--- config.mk ---
export PLATFORM = sky130hd
export DESIGN_NAME = dbus_mem_ctrl
export DESIGN_NICKNAME = d
export VERILOG_FILES = /design/src/rtl/dbus_mem_ctrl_pkg.sv /design/src/rtl/dbus_mem_ctrl_align_chk.sv /design/src/rtl/dbus_mem_ctrl.sv
export SDC_FILE = /design/constraint.sdc
export NUM_CORES = 1
export LEC_CHECK = 0
export ABC_CLOCK_PERIOD_IN_PS = 3100
export BUFFER_PORTS_ARGS = -buffer_cell sky130_fd_sc_hd__buf_2
export CAP_MARGIN = 20
export CORE_MARGIN = 2
export CORE_UTILIZATION = 35
export DETAILED_ROUTE_END_ITERATION = 10
export HOLD_SLACK_MARGIN = 0.08
export PLACE_DENSITY_LB_ADDON = 0.25
export SYNTH_ARGS = -nofsm -noshare
export SYNTH_HDL_FRONTEND = slang
export SYNTH_HIERARCHICAL = 1
export SYNTH_SLANG_ARGS = --single-unit
--- constraint.sdc ---
create_clock -name clk -period 3.1 [get_ports clk]
set_input_delay 0.31 -clock clk [delete_from_list [all_inputs] [get_ports clk]]
set_output_delay 0.31 -clock clk [all_outputs]
set_load 0.005 [all_outputs]
--- src/rtl/dbus_mem_ctrl_pkg.sv ---
// Shared types and constants for the data-bus memory controller:
// FSM state encoding, default geometry/timeout and the byte-lane select patterns.
package dbus_mem_ctrl_pkg;

   localparam int unsigned ADDR_W_DEF  = 32;
   localparam int unsigned DATA_W_DEF  = 32;
   localparam int unsigned TIMEOUT_DEF = 256;
   localparam int unsigned SEL_W       = 4;

   typedef enum logic [1:0] {
      ST_IDLE,
      ST_REQ,
      ST_WAIT_RSP,
      ST_DONE
   } state_e;

   localparam logic [SEL_W-1:0] SEL_WORD    = 4'b1111;
   localparam logic [SEL_W-1:0] SEL_HALF_LO = 4'b0011;
   localparam logic [SEL_W-1:0] SEL_HALF_HI = 4'b1100;
   localparam logic [SEL_W-1:0] SEL_BYTE    = 4'b0001;

endpackage

--- src/rtl/dbus_mem_ctrl_align_chk.sv ---
// Combinational byte-lane alignment check: a select pattern is legal only at the
// low address bits that keep it inside one naturally aligned word/half/byte.
module dbus_align_chk
   import dbus_mem_ctrl_pkg::*;
(
   input  logic [SEL_W-1:0] sel_i,
   input  logic [1:0]       addr_lo_i,
   output logic             aligned_o
);

   always_comb begin
      // NOTE: default assignment first so every path drives aligned_o and no latch is inferred.
      aligned_o = 1'b0;
      case (sel_i)
         SEL_WORD:    aligned_o = (addr_lo_i == 2'd0);
         SEL_HALF_LO: aligned_o = (addr_lo_i == 2'd0);
         SEL_HALF_HI: aligned_o = (addr_lo_i == 2'd2);
         default:     aligned_o = (sel_i == (SEL_BYTE << addr_lo_i));
      endcase
   end

endmodule

--- src/rtl/dbus_mem_ctrl.sv ---
// Data-bus memory controller: turns a held core request into one valid/ready memory
// transaction, waits for the response with a timeout and reports data/error in DONE.
module dbus_mem_ctrl
   import dbus_mem_ctrl_pkg::*;
#(
   parameter int unsigned ADDR_W         = ADDR_W_DEF,
   parameter int unsigned DATA_W         = DATA_W_DEF,
   parameter int unsigned TIMEOUT_CYCLES = TIMEOUT_DEF
) (
   input  logic              clk,
   input  logic              rst,
   input  logic              dbus_req_i,
   input  logic              dbus_we_i,
   input  logic [ADDR_W-1:0] dbus_addr_i,
   input  logic [DATA_W-1:0] dbus_data_i,
   input  logic [SEL_W-1:0]  dbus_sel_i,
   output logic [DATA_W-1:0] dbus_data_o,
   output logic              dbus_stall_o,
   output logic              dbus_err_o,
   output logic              mem_req_valid_o,
   input  logic              mem_req_ready_i,
   output logic              mem_we_o,
   output logic [ADDR_W-1:0] mem_addr_o,
   output logic [DATA_W-1:0] mem_wdata_o,
   output logic [SEL_W-1:0]  mem_wstrb_o,
   input  logic              mem_rsp_valid_i,
   input  logic [DATA_W-1:0] mem_rsp_data_i,
   input  logic              mem_rsp_err_i
);

   localparam int unsigned      CNT_W    = $clog2(TIMEOUT_CYCLES);
   localparam logic [CNT_W-1:0] CNT_LAST = CNT_W'(TIMEOUT_CYCLES - 1);

   state_e              state_q;
   logic [CNT_W-1:0]    cnt_q;
   logic [CNT_W-1:0]    cnt_d;
   logic                valid_q;
   logic                we_q;
   logic [ADDR_W-1:0]   addr_q;
   logic [DATA_W-1:0]   wdata_q;
   logic [SEL_W-1:0]    wstrb_q;
   logic [DATA_W-1:0]   rdata_q;
   logic                err_q;
   logic                aligned;
   logic                timeout_hit;

   dbus_align_chk u_align_chk (
      .sel_i     (dbus_sel_i),
      .addr_lo_i (dbus_addr_i[1:0]),
      .aligned_o (aligned)
   );

   always_comb begin
      cnt_d = cnt_q + 1'b1;
   end

   assign timeout_hit = (cnt_q == CNT_LAST);

   always_ff @(posedge clk) begin
      if (rst) begin
         state_q <= ST_IDLE;
         cnt_q   <= '0;
         valid_q <= 1'b0;
         we_q    <= 1'b0;
         addr_q  <= '0;
         wdata_q <= '0;
         wstrb_q <= '0;
         rdata_q <= '0;
         err_q   <= 1'b0;
      end else begin
         // NOTE: non-blocking assignments so every register here sees pre-edge values.
         err_q <= 1'b0;
         case (state_q)
            ST_IDLE: begin
               if (dbus_req_i) begin
                  if (aligned) begin
                     we_q    <= dbus_we_i;
                     addr_q  <= {dbus_addr_i[ADDR_W-1:2], 2'b00};
                     wdata_q <= dbus_data_i;
                     wstrb_q <= dbus_we_i ? dbus_sel_i : '0;
                     valid_q <= 1'b1;
                     state_q <= ST_REQ;
                  end else begin
                     // Illegal lane pattern: report without touching memory.
                     rdata_q <= '0;
                     err_q   <= 1'b1;
                     state_q <= ST_DONE;
                  end
               end
            end
            ST_REQ: begin
               if (mem_req_ready_i) begin
                  valid_q <= 1'b0;
                  cnt_q   <= '0;
                  state_q <= ST_WAIT_RSP;
               end
            end
            ST_WAIT_RSP: begin
               // A response in the timeout cycle takes priority over the abort.
               if (mem_rsp_valid_i) begin
                  rdata_q <= we_q ? '0 : mem_rsp_data_i;
                  err_q   <= mem_rsp_err_i;
                  state_q <= ST_DONE;
               end else if (timeout_hit) begin
                  rdata_q <= '0;
                  err_q   <= 1'b1;
                  state_q <= ST_DONE;
               end else begin
                  cnt_q <= cnt_d;
               end
            end
            ST_DONE: state_q <= ST_IDLE;
            default: state_q <= ST_IDLE;
         endcase
      end
   end

   assign dbus_stall_o    = dbus_req_i & (state_q != ST_DONE);
   assign dbus_data_o     = rdata_q;
   assign dbus_err_o      = err_q;
   assign mem_req_valid_o = valid_q;
   assign mem_we_o        = we_q;
   assign mem_addr_o      = addr_q;
   assign mem_wdata_o     = wdata_q;
   assign mem_wstrb_o     = wstrb_q;

endmodule

==> metrics <==
TritonCTS clock tree built; Crit-path slowest cell buf_4; most common cell after layout, fill and taps aside buf_2; YS warnings 6; starting density of the core 0.3579; Max Fclk 0.4704 GHz; worst hold path class in -> reg; cell count after synthesis 538; Setup crit end kind register; Pre-antenna DRT Iters 4; Post-CTS Setup Inserts 0; clk buf depth 2; register area 2222 um2; WP data arrival 2390 ps; Overall Power 3.390 mW; synth top area cells dfxtp_1, nand2_1, a21oi_1; Unique masters post-synth 46; vias in the first global route 3,930; post-route ant nets 0; Tmin final 2126 ps; Detail Placement HPWL 8487 um; required time of the critical path 3360 ps; area grow syn2layout 32.68%; share of layout cells above drive strength 1 0.3320; clk_lat worst skew 340 ps; final slew viol count 0; Yosys reg bits 111; die height 117.4 um; die area 13,770 um2; clock buffer count from CTS 9; IO Count 211; CTS root buf clkbuf_16; largest net degree at the start of global routing 58; outcome complete, no violations; Slew @ Worst Pin 936.4 ps; Max-Slew Margin vs Limit 0.3758; wirelength, routed 11,740 um; first-pass GRT wire length 19,400 um; setup TNS 0 ps; via count 4,210; number of enable flip-flop cells after synthesis 0; Worst Path Max Fanout 32; setup violators final 0; Cell Area, Synth 4498 um2; CTS Hold Bufs 0; leakage power 2.711 nW; max-cap violations 0; total track usage 0.1693; post-synth top area share 0.4940; die width 117.4 um; post-synth top area cell dfxtp_1; CP Cell Sequence inv_1 > ha_1 > nor2b_2 > o21ai_1 > o21ai_4 > buf_4 > mux2i_1; # DRC 0; worst r2r src state_q[0]; Setup crit start state_q[0]; Setup crit start kind register; Main synth FF type dfxtp_1; n_diodes 0; Core Util, Final 0.4749; Final Hold Violating Endpoints 0; grt ovf 0; vias per inst 4.673; post-cts sizing count 0; number of fill cells in the layout 1,258; DRT iter0 DRCs 177; WS Path Type reg -> reg; H-tree lvl count 3; hold wc startpoint dbus_data_i[27]; number of nets in the layout 838; RSZ-0062 raised after global routing false; Port Buffers 208; initial antenna violation count 0; Clock Skew 5.318 ps; Avg Inst Size Synth 8.361 um2; peak supply drop 0.3044 mV; Post-synth ARST share 0; PD cells 567.9 nW/um2; detailed-route wire length per cell 13.03 um; fin crit share 0.6857; most frequent cells in the layout buf_2, nand2_1, dfxtp_1; Largest stage delay, worst path 480 ps; routability cong. 0.8219; Core Rows 41; sequential fraction of the synthesis area 0.4940; CTS Sinks 111; Clk pin slew, worst setup/hold paths 70 ps; Multi-input gate area 2115 um2; Core Area 12,570 um2
==> registers in the layout (all words and copies together) (netlist names) <==
signal,count
mem_wstrb_o,4
mem_addr_o,30
cnt_q,8
mem_req_valid_o,1
dbus_err_o,1
mem_wdata_o,32
state_q,2
mem_we_o,1
dbus_data_o,32
==> metal layers <==
metal  GRT usage  wire [um]  share of wire  vias to the layer above
met5           0          0              0                        -
met4     0.07003        298          0.025                        0
met3     0.05204        957          0.082                       21
met2      0.2785       5448           0.46                      159
met1      0.2056       5034           0.43                     1882
li1            -          -              -                     2148
==> cell usage after synthesis (all sizes together) (3+ instances only) <==
master  count
nand2b     35
or4         4
nor2        5
inv         5
ha          5
a21oi      77
nand3      11
and3        4
o31ai       5
mux2i      34
o21ai       7
buf        16
nor2b       3
clkbuf     22
dfxtp     111
nand2     168
==> cell families (layout without fill, tap and decap cells) <==
logic type / after synthesis / after routing / share of synthesized area
buffers and inverters: 43 / 233 / 0.04450
AOI/OAI and AO/OA: 98 / 98 / 0.1191
other: 1 / 2 / 0.0008337
muxes: 34 / 34 / 0.07566
DFF: 111 / 111 / 0.4940
adders and majority gates: 5 / 5 / 0.01391
and+or+nand+nor: 246 / 246 / 0.2520
==> final cells by class <==
| type | instances | share of cell area |
|---|---|---|
| clock inverters | 4 | 0.007966 |
| repair buffers | 214 | 0.1862 |
| multi-input cells | 385 | 0.3543 |
| flip-flops and latches | 111 | 0.3723 |
| clock buffers | 10 | 0.04004 |
| inverters | 5 | 0.003145 |
| well taps | 172 | 0.03606 |
==> final timing paths <==
| check | to | slack [ps] | cells after the start |
|---|---|---|---|
| hold reg to reg | mem_addr_o[28] | 450 | 2 |
| hold / removal | mem_wdata_o[27] | 200 | 3 |
| setup / recovery | dbus_data_o[7] | 970 | 7 |
| setup reg to reg | dbus_data_o[7] | 970 | 7 |
==> power breakdown <==
part	switching [mW]	total, mW	internal, mW
clock network	0.489	1.13	0.637
logic	0.395	0.719	0.324
registers	0.0449	1.54	1.50
==> worst max-delay path, delay by kind of cell (launching register included) <==
| family | cells | cell delay [ps] |
|---|---|---|
| AO/OA/AOI/OAI | 2 | 260 |
| adder cells (fa/ha/maj) | 1 | 350 |
| buffers and inverters | 2 | 570 |
| flip-flops | 1 | 340 |
| multiplexers | 1 | 270 |
| AND/OR/NAND/NOR | 1 | 240 |
==> stage by stage <==
stage / cell area (um2) / std cells / hold slack [ps] / worst slack [ps]
after floorplan: 4502 / 539 / 446.0 / 1267
after global placement: 5682 / 887 / 438.7 / 763.0
after detailed placement: 5682 / 887 / 444.6 / 703.7
after CTS: 5968 / 901 / 182.0 / 961.2
after global routing: 5968 / 901 / 187.5 / 745.5
final: 5968 / 901 / 197.2 / 974.3
Power figures use the tool's default switching activity.
